`config.mk`:
```
export PLATFORM = sky130hd
export DESIGN_NAME = fetch_unit
export DESIGN_NICKNAME = d
export VERILOG_FILES = /design/src/rtl/definitions.sv /design/src/rtl/jump_lut.sv /design/src/rtl/fetch_unit.sv
export SDC_FILE = /design/constraint.sdc
export NUM_CORES = 1
export LEC_CHECK = 0
export CAP_MARGIN = 15
export CORE_UTILIZATION = 43
export DETAILED_ROUTE_END_ITERATION = 6
export GPL_ROUTABILITY_DRIVEN = 0
export PLACE_DENSITY_LB_ADDON = 0.15
export SKIP_LAST_GASP = 1
export SLEW_MARGIN = 20
export SYNTH_ARGS = -nofsm -noshare
export SYNTH_HDL_FRONTEND = slang
export SYNTH_SLANG_ARGS = --single-unit
```
`constraint.sdc`:
```
create_clock -name Clk -period 5.1 [get_ports Clk]
set_clock_uncertainty 0.15 [all_clocks]
set_input_delay 1.02 -clock Clk [delete_from_list [all_inputs] [get_ports Clk]]
set_output_delay 1.02 -clock Clk [all_outputs]
set_load 0.05 [all_outputs]
```
`src/rtl/definitions.sv`:
```
// Shared fetch-unit types and constants: FSM state encoding, default widths,
// and the absolute jump/branch target table.
package definitions;

  localparam int PCW_DEFAULT  = 10;
  localparam int LUTW_DEFAULT = 5;

  typedef enum logic [1:0] {
    ST_IDLE   = 2'd0,
    ST_RUN    = 2'd1,
    ST_HALTED = 2'd2
  } fetch_state_t;

  // Absolute targets indexed by instruction bits [4:0]; unused entries are 0.
  localparam logic [PCW_DEFAULT-1:0] JUMP_TARGETS [2**LUTW_DEFAULT] = '{
    1: 10'd100,
    2: 10'd200,
    3: 10'd40,
    4: 10'd12,
    5: 10'd1023,
    6: 10'd20,
    7: 10'd30,
    default: 10'd0
  };

endpackage

```
`src/rtl/jump_lut.sv`:
```
// Combinational target ROM: instruction target index -> absolute PC.
module jump_lut
  import definitions::*;
#(
  parameter int PCW  = PCW_DEFAULT,
  parameter int LUTW = LUTW_DEFAULT
) (
  input  logic [LUTW-1:0] TargetIdx,
  output logic [PCW-1:0]  Target
);

  assign Target = PCW'(JUMP_TARGETS[TargetIdx]);

endmodule

```
`src/rtl/fetch_unit.sv`:
```
// Program counter and run/halt sequencer for the 9-bit accumulator processor.
// All outputs come from registers or the state register only.
module fetch_unit
  import definitions::*;
#(
  parameter int PCW  = PCW_DEFAULT,
  parameter int LUTW = LUTW_DEFAULT
) (
  input  logic            Clk,
  input  logic            Reset,
  input  logic            Start,
  input  logic [PCW-1:0]  StartAddr,
  input  logic            Stall,
  input  logic            jump_en,
  input  logic            BranchTaken,
  input  logic [LUTW-1:0] TargetIdx,
  input  logic            HaltReq,
  output logic [PCW-1:0]  ProgCtr,
  output logic            Running,
  output logic            Done,
  output logic            Fault
);

  fetch_state_t   state;
  logic [PCW-1:0] pc;
  logic [PCW-1:0] target;
  logic           fault;
  logic           pc_at_max;

  jump_lut #(
    .PCW  (PCW),
    .LUTW (LUTW)
  ) u_jump_lut (
    .TargetIdx (TargetIdx),
    .Target    (target)
  );

  assign pc_at_max = &pc;

  always_ff @(posedge Clk) begin
    if (!Reset) begin
      state <= ST_IDLE;
      pc    <= '0;
      fault <= 1'b0;
    end else begin
      unique case (state)
        ST_IDLE, ST_HALTED: begin
          if (Start) begin
            state <= ST_RUN;
            pc    <= StartAddr;
            fault <= 1'b0;
          end
        end
        ST_RUN: begin
          if (HaltReq) begin
            state <= ST_HALTED;
            fault <= 1'b0;
          end else if (Stall) begin
            pc <= pc;
          end else if (jump_en || BranchTaken) begin
            pc <= target;
          end else if (pc_at_max) begin
            // Running off the end of ROM halts with a fault instead of wrapping.
            state <= ST_HALTED;
            fault <= 1'b1;
          end else begin
            pc <= pc + 1'b1;
          end
        end
        default: begin
          state <= ST_IDLE;
          pc    <= '0;
          fault <= 1'b0;
        end
      endcase
    end
  end

  assign ProgCtr = pc;
  assign Running = (state == ST_RUN);
  assign Done    = (state == ST_HALTED);
  assign Fault   = fault;

endmodule

```
After elaboration in Yosys (flattened, before gate mapping)
Memories as Yosys holds them, arrays and structs flattened.
Index checks and enable logic that the tools add are counted.
{ "op_classes": {"reduce_logical": 6, "bitwise": 1, "muxes": 20, "eq_ne": 9, "n_lt_le_gt_ge": 1, "addsub": 1} }
{ "op_table": {"columns": ["cell", "count"], "rows": [
  ["10-bit 2-to-1 mux", 7],
  ["10-bit case mux with 2 select lines", 1],
  ["10-bit by 1-bit adder with 10-bit output (second input constant)", 1],
  ["2-bit 2-to-1 mux", 5],
  ["10-bit AND reduction", 1],
  ["4-bit AND reduction", 2],
  ["6-bit greater-or-equal comparator (second input constant)", 1],
  ["2-bit != test (second input constant)", 3],
  ["3-bit by 2-bit != test with 1-bit output (second input constant)", 2],
  ["3-bit != test (second input constant)", 2],
  ["5-bit NOT with 6-bit output", 1],
  ["1-bit 2-to-1 mux", 5],
  ["2-bit case mux with 2 select lines", 1],
  ["2-bit by 1-bit equality test with 1-bit output (second input constant)", 1],
  ["2-bit equality test (second input constant)", 1],
  ["2-bit logical NOT", 1],
  ["1-bit case mux with 2 select lines", 1],
  ["2-bit OR reduction", 1],
  ["1-bit logical OR", 1]
]} }
{ "totals": {"mem_bits_ro": 320, "memories": 1, "register_bits": 13, "wordCells": 42} }
{ "mem_list": {"columns": ["name", "depth", "width", "rd", "rd_ports_with_merged_regs", "wr", "line", "rtl"], "rows": [
  ["(name not given)", 32, 10, 1, 0, 0, "jump_lut.sv:12", "assign Target = PCW'(JUMP_TARGETS[TargetIdx]);"]
]} }

Longest topological paths before layout
Gate-level depths: netlist of the first run.
{ "depth": {"depth_word": 8, "mapped_depth": 7} }

Hierarchy
A second synthesis of the first run with hierarchy kept.
{ "hier_totals": {"cells_unflattened": 139, "area_unflattened_um2": 1091.0} }
{ "modules_own_cells": {"columns": ["module", "area_each_um2", "cells_per_inst", "n_inst", "seq_area_each_um2"], "rows": [
  ["fetch_unit", 903.4, 112, 1, 260.2],
  ["jump_lut", 187.7, 27, 1, 0.0]
]} }

Worst setup path after synthesis of the first run
No wires, ideal clock.
{ "synth_timing": {"path_kind": "register to output", "from": "register state[0]", "to": "output Done", "required_ns": 3.930, "slack_ns": 2.774, "stages_incl_launch_ff": 3, "t_arrival_ns": 1.156, "n_path_buf": 1, "path_cell_list": "dfxtp_1 > buf_4 > nor2b_1"} }
{ "synth_between": {"elab_chain_cells": 1} }
{ "synth_rtl": {"columns": ["item", "line", "rtl"], "rows": [
  ["from (decl)", "fetch_unit.sv:24", "fetch_state_t state;"],
  ["from (signal assigned)", "fetch_unit.sv:42", "state <= ST_IDLE;"],
  ["from (signal assigned)", "fetch_unit.sv:49", "state <= ST_RUN;"],
  ["from (signal assigned)", "fetch_unit.sv:56", "state <= ST_HALTED;"],
  ["2-bit equality test", "fetch_unit.sv:81", "assign Done = (state == ST_HALTED);"],
  ["to (decl)", "fetch_unit.sv:20", "output logic Done,"]
]} }
Every way passes these cells.

Worst setup path after layout of the first run
{ "layout_timing": {"from": "register state[0]", "to": "output Running"} }
{ "layout_between": {"elab_chain_cells": 1} }
{ "layout_rtl": {"columns": ["item", "line", "rtl"], "rows": [
  ["2-bit by 1-bit equality test with 1-bit output", "fetch_unit.sv:80", "assign Running = (state == ST_RUN);"],
  ["to (decl)", "fetch_unit.sv:19", "output logic Running,"]
]} }
Every way passes these cells.

==> impl_summary.txt, run 1 <==
----------------------------------------------------
[Route]
  Ratio of routed vias to standard cells ... around 6.4
  Detail Route Antenna Nets ... 0
  DRC violation count after routing ... 0
  Detailed-route wire length per cell ... 16.1 um
  Starting DRT DRC Count ... 53
  Wire length after detailed routing ... 3090 um
  Total via count after detailed routing ... roughly 1,200
  Number of iterations in the first detailed-routing pass ... 4

[Timing]
  Actual slew at the worst max-slew pin ... 569 ps
  Highest Clock Rate ... 0.319 GHz
  Setup TNS Final ... 0 ps
  Setup violation total in the final timing report ... 0
  Final hold viol count ... 0
  Slew HR ... 62.0%
  Pins Over Slew Limit ... 0
  Final critical delay including setup and external delays ... between 3000 and 4000 ps
  Setup repair after global routing missed its margin ... no
  Period utilisation layout ... 61.5%

[Synthesis]
  Post-synthesis sequential area ratio ... 24.0%
  Post-synthesis area per instance ... 8.21 um^2
  Post-Synthesis Cells ... 132
  Async SR Flop Fraction ... 0%
  Fraction of the mapped netlist area in compound gates ... around 28%
  Portion of synthesized cell area occupied by the leading cell type ... 24.0%
  Count of yosys warnings during synthesis ... 0
  Top flip-flop cell by instance count after synthesis ... sky130_fd_sc_hd__dfxtp_1
  Top area cells in the synthesized netlist ... sky130_fd_sc_hd__dfxtp_1 (24%), sky130_fd_sc_hd__ha_1 (5.8%), sky130_fd_sc_hd__a21oi_1 (4.6%), sky130_fd_sc_hd__a311oi_1 (4.0%), sky130_fd_sc_hd__nand4_1 (4.0%)
  Area share of fa/ha/maj cells after synthesis ... 5.77%
  Post-synth EDFFs ... 0
  Post-synthesis register bit count ... 13
  Number of library cell types mapped by synthesis ... 49
  Combinational family with the most area after synthesis ... simple AND/OR/NAND/NOR gates
  Cell taking the most area after synthesis ... sky130_fd_sc_hd__dfxtp_1
  Xor-xnor portion of the synthesized cell area ... ~2.4%
  Post-synth net total ... 159
  Most common cell in the synthesized netlist ... sky130_fd_sc_hd__dfxtp_1
  Mapped Area ... 1080 um^2
  Simple-Gate Fraction of Synth Area ... 30.3%
  Cell types with the highest counts after synthesis ... sky130_fd_sc_hd__dfxtp_1 (13), sky130_fd_sc_hd__a21oi_1 (10), sky130_fd_sc_hd__nand2_1 (9)
  Proportion of synthesized area in mux cells ... between 3 and 4%

[Setup path]
  Critical path arrival ... 1970 ps
  Startpoint types ... flip-flop
  Family of cells with the greatest summed delay on the critical path ... buffers and inverters
  Worst setup path class ... flip-flop to output port
  Buffers and inverters on the worst path ... 2
  Max stage delay on crit path ... 840 ps
  Required time worst endpoint ... 3930 ps
  Worst flop-to-flop path startpoint ... ProgCtr[0]
  Register-to-register setup slack ... 3100 ps
  Largest fanout on the critical path ... 9
  Cell-by-cell trace of the critical path ... nand2b_2 > inv_2 > clkdlybuf4s50_1
  Slowest stage cell, crit path ... sky130_fd_sc_hd__clkdlybuf4s50_1
  Cells on worst reg2reg path ... 5
  Crit end category ... output port
  Worst R2R End ... ProgCtr[4]

[Clock tree]
  CTS tree ... yes
  Clk sinks ... 13
  Post-CTS Hold Fix Bufs ... 0
  Clock Pin Slew Worst Setup and Hold Paths ... 80 ps
  Count of instances resized after the clock tree is built ... 0
  Root Buffer Master ... sky130_fd_sc_hd__clkbuf_4
  Buffer depth of the longest clock path ... 2
  Number of setup buffers added after CTS ... 0
  Number of buffers inserted during clock tree synthesis ... 3
  Clock H-tree levels ... 1
  Clock latency on the worst-skew pair ... 280 ps

[Placed design]
  Count of port buffers added during placement ... 34
  Cell area reported after detailed placement ... 1420 um^2
  Detailed placement HPWL ... 2320 um

[Outcome]
  Run status ... finished clean

[Floorplanning]
  Initial core utilization ... 47.2%
  Width of the chip ... around 52 um
  I/O pin total ... 35
  Chip height ... 52.2 um
  Core footprint ... 2300 um^2
  Overall die area ... 2720 um^2
  FP Rows ... 17

[Cells and area]
  Layout Nets ... 192
  Area growth from synthesis to layout ... 33.6%
  Fraction of layout instances using a drive strength above 1 ... roughly 8.5%
  Inserted Diodes ... 0
  Non-Filler Cell Area, Final ... about 1400 um^2

[Pwr]
  Leakage component of the power ... just over 0.5 nW
  Cell Pwr Density ... 226 nW/um^2
  Maximum ir drop on the vdd rail ... approximately 0.00012 V
  Final total power ... 0.000327 W

[Hold path]
  Count of cells along the worst hold path ... 1
  Worst Hold End ... Fault
  Worst min-delay path class ... flip-flop to flip-flop
  Hold path startpoint ... Fault

[Global routing]
  Maximum number of pins on one net before global-route repair ... 13
  GRT Residual Overflow ... 0
  Wire length of the first global-routing pass ... 4890 um
  Number of global-route vias before repair ... between 1,000 and 1,500
  Global routing usage on met1 ... 33.3%
  Layer with the highest usage ... met2
  Global Route met3 Usage ... 3.77%
  Antenna violations before repair ... 0
  Combined global-route utilization of all metal layers ... 24.2%
  Met2 usage ... ~38%

[Run]
  Max-Cap Viols ... 0

----------------------------------------------------
[placed cells by master (no fill, tap or decap), types with 3 or more instances in the layout]
cell	n
sky130_fd_sc_hd__a21oi_1	10
sky130_fd_sc_hd__a311oi_1	5
sky130_fd_sc_hd__clkbuf_4	3
sky130_fd_sc_hd__clkdlybuf4s50_1	34
sky130_fd_sc_hd__dfxtp_1	13
sky130_fd_sc_hd__ha_1	5
sky130_fd_sc_hd__inv_1	4
sky130_fd_sc_hd__mux2i_1	4
sky130_fd_sc_hd__nand2_1	9
sky130_fd_sc_hd__nand3_1	7
sky130_fd_sc_hd__nand4_1	7
sky130_fd_sc_hd__nor2_1	7
sky130_fd_sc_hd__nor3_1	4
sky130_fd_sc_hd__o21ai_0	8
[report_power, final]
part	internal, W	switching (W)	total (W)
clock network	0.0000303	0.0000370	0.0000673
logic	0.0000543	0.0000767	0.000131
registers	0.000111	0.0000176	0.000129
[metrics by stage]
step	hold WS, ps	setup WS, ps	std cells	utilization (%)
floorplan	368	2770	132	-
global placement	365	2170	188	61.9
detailed placement	371	2160	188	61.9
CTS	389	1970	192	63.0
global route	412	1870	192	63.0
finish	384	1960	192	63.0
[kinds of logic (layout without fill, tap and decap cells)]
logic type,count (synthesis),count (layout)
xor gates and xnor gates,3,3
adders and majority gates,5,5
muxes,4,4
buffers and inverters,13,45
AOI/OAI and AO/OA,42,42
DFF,13,13
and+or+nand+nor,52,52
[registers in the layout, indices dropped and copies added (netlist names)]
register and flops:
Fault 1, ProgCtr 10, state 2
[cell type report]
cell class              count  area (um^2)
multi-input cells         106          759
flip-flops and latches     13          260
fillers                   214          850
repair buffers             34          340
clock buffers               4         26.3
inverters                   7         26.3
well taps                  28         35.0
[worst max-delay path by stage]
stage	start	end	cells past startpoint
floorplan	state[0]	Done	2
global placement	TargetIdx[0]	ProgCtr[3]	6
detailed placement	BranchTaken	ProgCtr[5]	5
CTS	state[0]	Running	3
global route	state[0]	Running	3
finish	state[0]	Running	3
[routing by layer]
metal,vias up,wire [um]
met4,0,32
met3,5,259
met5,-,0
met1,569,1370
met2,65,1420
li1,585,-
No activity file was read; power rests on OpenSTA's default activity.
==> run 2, diff against run 1 <==
clock period = 2.9 ns   (was 5.1 ns; I/O delays follow)
==> results of run 2 <==
Same layout as run 1 (identical final DEF). Status: finished clean.
Among the figures that moved: setup slack after placement 2160 ps -> 398 ps; setup slack after layout 1960 ps -> 203 ps; register-to-register setup slack 3100 ps -> 900 ps; total power 0.000327 W -> 0.000576 W; worst IR drop on VDD 0.000121 V -> 0.000213 V
==> run 3, diff against run 2 <==
SYNTH_HIERARCHICAL = 1   (was default)
==> run 3 against run 2 <==
Maximum frequency increased by 4.8%; non-clock buffer count grew 3; register-to-register slack improved by 90 ps; worst hold slack got worse by 62 ps; critical path depth unchanged; clock power about the same; via count is 11% lower; total power down 1.6%; cell count grew 3.6%; synthesized cell count rose by 5.3%; count of clock-buffer cells in the layout is 1 lower; highest routed layer unchanged.
==> impl_summary.txt, run 3 <==
----------------------------------------------------
[Setup path]
  Critical path arrival ... 1840 ps (-130 ps)
  Startpoint types ... flip-flop
  Largest fanout on the critical path ... 10 (+1)
  Crit end category ... output port
  Cells on worst reg2reg path ... 6 (+1)
  Worst R2R End ... ProgCtr[7]
  Critical Path Sink ... Running
  Required time worst endpoint ... 2170 ps
  Critical path startpoint ... state[1]
  Worst setup path class ... flip-flop to output port
  Register-to-register setup slack ... 990 ps
  Worst flop-to-flop path startpoint ... ProgCtr[0]
  Slowest stage cell, crit path ... sky130_fd_sc_hd__clkdlybuf4s50_1
  Cell-by-cell trace of the critical path ... nand2b_2 > inv_2 > clkdlybuf4s50_1
  Max stage delay on crit path ... 830 ps (about the same)

[Pwr]
  Maximum ir drop on the vdd rail ... 0.000315 V
  Cell Pwr Density ... 391 nW/um^2
  Leakage component of the power ... 0.567 nW (+10%)
  Final total power ... 0.000566 W

[Clock tree]
  Clock Pin Slew Worst Setup and Hold Paths ... 90 ps (about the same)
  Post-CTS Hold Fix Bufs ... 0 (unchanged)
  Number of setup buffers added after CTS ... 0 (unchanged)
  Count of instances resized after the clock tree is built ... 0 (unchanged)
  Clock H-tree levels ... 1 (unchanged)
  CTS tree ... yes
  Clk sinks ... 13 (unchanged)
  Root Buffer Master ... sky130_fd_sc_hd__clkbuf_4
  Clock latency on the worst-skew pair ... 280 ps (about the same)
  Buffer depth of the longest clock path ... 2 (unchanged)
  Number of buffers inserted during clock tree synthesis ... 3 (unchanged)

[Cells and area]
  Leading cell types in the layout, fill and taps excluded ... sky130_fd_sc_hd__clkdlybuf4s50_1 (34), sky130_fd_sc_hd__a21oi_1 (14), sky130_fd_sc_hd__dfxtp_1 (13)
  Inserted Diodes ... 0 (unchanged)
  Layout Nets ... 199 (+3.6%)
  Final standard cell count with taps included and fillers excluded ... 199 (+3.6%)
  Multi-input gate area ... 723 um^2 (-4.8%)
  End-of-flow core utilization ... 63.1% (+0.11 points)
  Fraction of layout instances using a drive strength above 1 ... 12.9% (+4.3 points)
  Most common cell after layout, fill and taps aside ... sky130_fd_sc_hd__clkdlybuf4s50_1
  Area growth from synthesis to layout ... 32.9%
  Largest register FFs ... 10 (unchanged)
  Fillcell total ... 214 (unchanged)
  Flip-flop and latch area ... 260 um^2 (unchanged)

[Timing]
  Pins Over Slew Limit ... 0 (unchanged)
  Final critical delay including setup and external delays ... 2570 ps
  Setup TNS Final ... 0 ps (unchanged)
  Actual slew at the worst max-slew pin ... 511 ps (-57.6 ps)
  Final-layout worst hold slack ... 322 ps (-62.1 ps)
  Final hold viol count ... 0 (unchanged)
  Setup repair after global routing missed its margin ... no
  Slew HR ... 65.8% (+3.9 points)
  Period utilisation layout ... 88.7%
  Highest Clock Rate ... 0.389 GHz
  Setup violation total in the final timing report ... 0 (unchanged)

[Synthesis]
  Post-Synthesis Cells ... 139 (+5.3%)
  Post-synth EDFFs ... 0 (unchanged)
  Mapped Area ... 1090 um^2 (+0.69%)
  Cell taking the most area after synthesis ... sky130_fd_sc_hd__dfxtp_1
  Most common cell in the synthesized netlist ... sky130_fd_sc_hd__a21oi_1
  Number of library cell types mapped by synthesis ... 42 (-14%)
  Post-synth net total ... 166 (+4.4%)
  Cell types with the highest counts after synthesis ... sky130_fd_sc_hd__a21oi_1 (14), sky130_fd_sc_hd__dfxtp_1 (13), sky130_fd_sc_hd__nor2_1 (12)
  Post-synthesis sequential area ratio ... 23.9% (-0.17 points)
  Top flip-flop cell by instance count after synthesis ... sky130_fd_sc_hd__dfxtp_1
  Portion of synthesized cell area occupied by the leading cell type ... 23.9% (-0.17 points)
  Count of yosys warnings during synthesis ... 6 (+6)
  Async SR Flop Fraction ... 0% (unchanged)
  Post-synthesis register bit count ... 13 (unchanged)
  Top area cells in the synthesized netlist ... sky130_fd_sc_hd__dfxtp_1 (24%), sky130_fd_sc_hd__a21oi_1 (6.4%), sky130_fd_sc_hd__ha_1 (5.7%), sky130_fd_sc_hd__o21ai_0 (5.0%), sky130_fd_sc_hd__nor2_1 (4.1%)
  Post-synthesis area per instance ... 7.85 um^2 (-4.4%)

[Global routing]
  GRT Residual Overflow ... 0 (unchanged)
  Antenna violations before repair ... 0 (unchanged)
  Number of global-route vias before repair ... 966 (-9.1%)
  Wire length of the first global-routing pass ... 4280 um (-12%)
  Maximum number of pins on one net before global-route repair ... 21 (+8)
  Combined global-route utilization of all metal layers ... 21.2% (-3.0 points)

[Route]
  Total via count after detailed routing ... 1,084 (-11%)
  Wire length after detailed routing ... 2620 um (-15%)
  Number of iterations in the first detailed-routing pass ... 4 (unchanged)
  Starting DRT DRC Count ... 22 (-58%)
  Ratio of routed vias to standard cells ... 5.45 (-15%)
  Detail Route Antenna Nets ... 0 (unchanged)
  Detailed-route wire length per cell ... 13.1 um (-18%)
  DRC violation count after routing ... 0 (unchanged)

[Floorplanning]
  Initial core utilization ... 47.5% (+0.33 points)
  FP Rows ... 17 (unchanged)
  I/O pin total ... 35 (unchanged)
  Width of the chip ... 52.4 um (+0.33%)
  Overall die area ... 2740 um^2 (+0.65%)
  Core footprint ... 2300 um^2 (unchanged)
  Chip height ... 52.4 um (+0.33%)

[Outcome]
  Run status ... finished clean

[Hold path]
  Count of cells along the worst hold path ... 2 (+1)
  Worst min-delay path class ... flip-flop to flip-flop

[Placed design]
  Count of port buffers added during placement ... 34 (unchanged)
  Detailed placement HPWL ... 1960 um (-15%)
  Cell count after placement ... 195 (+3.7%)

[Run]
  Max-Cap Viols ... 0 (unchanged)

----------------------------------------------------
[run 3: cell types whose count changed after synthesis, moves of 4 or more]
| cell | previous run | this run |
|---|---|---|
| sky130_fd_sc_hd__nor2_1 | 7 | 12 |
| sky130_fd_sc_hd__a311oi_1 | 5 | 0 |
| sky130_fd_sc_hd__o21ai_2 | 0 | 4 |
| sky130_fd_sc_hd__a21oi_1 | 10 | 14 |
| sky130_fd_sc_hd__nand4_1 | 7 | 2 |
| sky130_fd_sc_hd__nand2b_1 | 1 | 5 |
| sky130_fd_sc_hd__nand3_1 | 7 | 2 |
| sky130_fd_sc_hd__inv_1 | 4 | 10 |
| sky130_fd_sc_hd__xor2_1 | 1 | 5 |
[run 3: how the worst min path moves through the flow]
| stage | startpoint | to | slack (ps) |
|---|---|---|---|
| finish | Fault | Fault | 320 |
| global placement | Fault | Fault | 310 |
| detailed placement | Fault | Fault | 310 |
| CTS | Fault | Fault | 330 |
| global route | Fault | Fault | 360 |
| floorplan | state[1] | state[1] | 310 |
[run 3: critical path: cells and delay by family (launching register included)]
kind	cells	cell delay, ps
buffers and inverters	2	1000
flip-flops	1	330
AND/OR/NAND/NOR	1	230
[run 3: through the flow]
step / worst slack (ps) / area, um^2
2_1_floorplan: 812 / 1090
3_3_place_gp: 596 / 1420
3_5_place_dp: 538 / 1420
4_1_cts: 316 / 1450
5_1_grt: 224 / 1450
6_report: 327 / 1450
[run 3: where the power goes]
group          leakage [nW]  switching, W  internal, W
Sequential            0.108     0.0000269     0.000195
Combinational         0.442      0.000130    0.0000978
Clock                0.0177     0.0000650    0.0000512
Total                 0.567      0.000222     0.000344
[run 3: layout make-up]
class                      instances  share of cell area (%)
clock buffer                       3                    1.55
timing repair buffer              37                    25.0
inverter                          11                    2.85
sequential                        13                    17.9
tap                               28                    2.42
clock inverter                     1                   0.345
multi-input combinational        106                    49.9
[run 3: cells by family (layout without fill, tap and decap cells)]
kind of cell / after synthesis / after routing / synth area share, %
xor+xnor: 8 / 8 / 6.42
simple gates: 44 / 44 / 22.4
mux: 3 / 3 / 2.75
compound gates: 46 / 46 / 29.0
flops: 13 / 13 / 23.9
buf+inv: 20 / 52 / 9.86
fa+ha+maj: 5 / 5 / 5.73
[run 3: layer usage]
layer / vias to the layer above / global-route usage [%] / wire (um)
met3: 2 / 4.64 / 102
met4: 0 / 5.26 / 17
met2: 26 / 34.4 / 1250
met1: 497 / 28.2 / 1240
met5: - / 0 / 0
li1: 559 / - / -
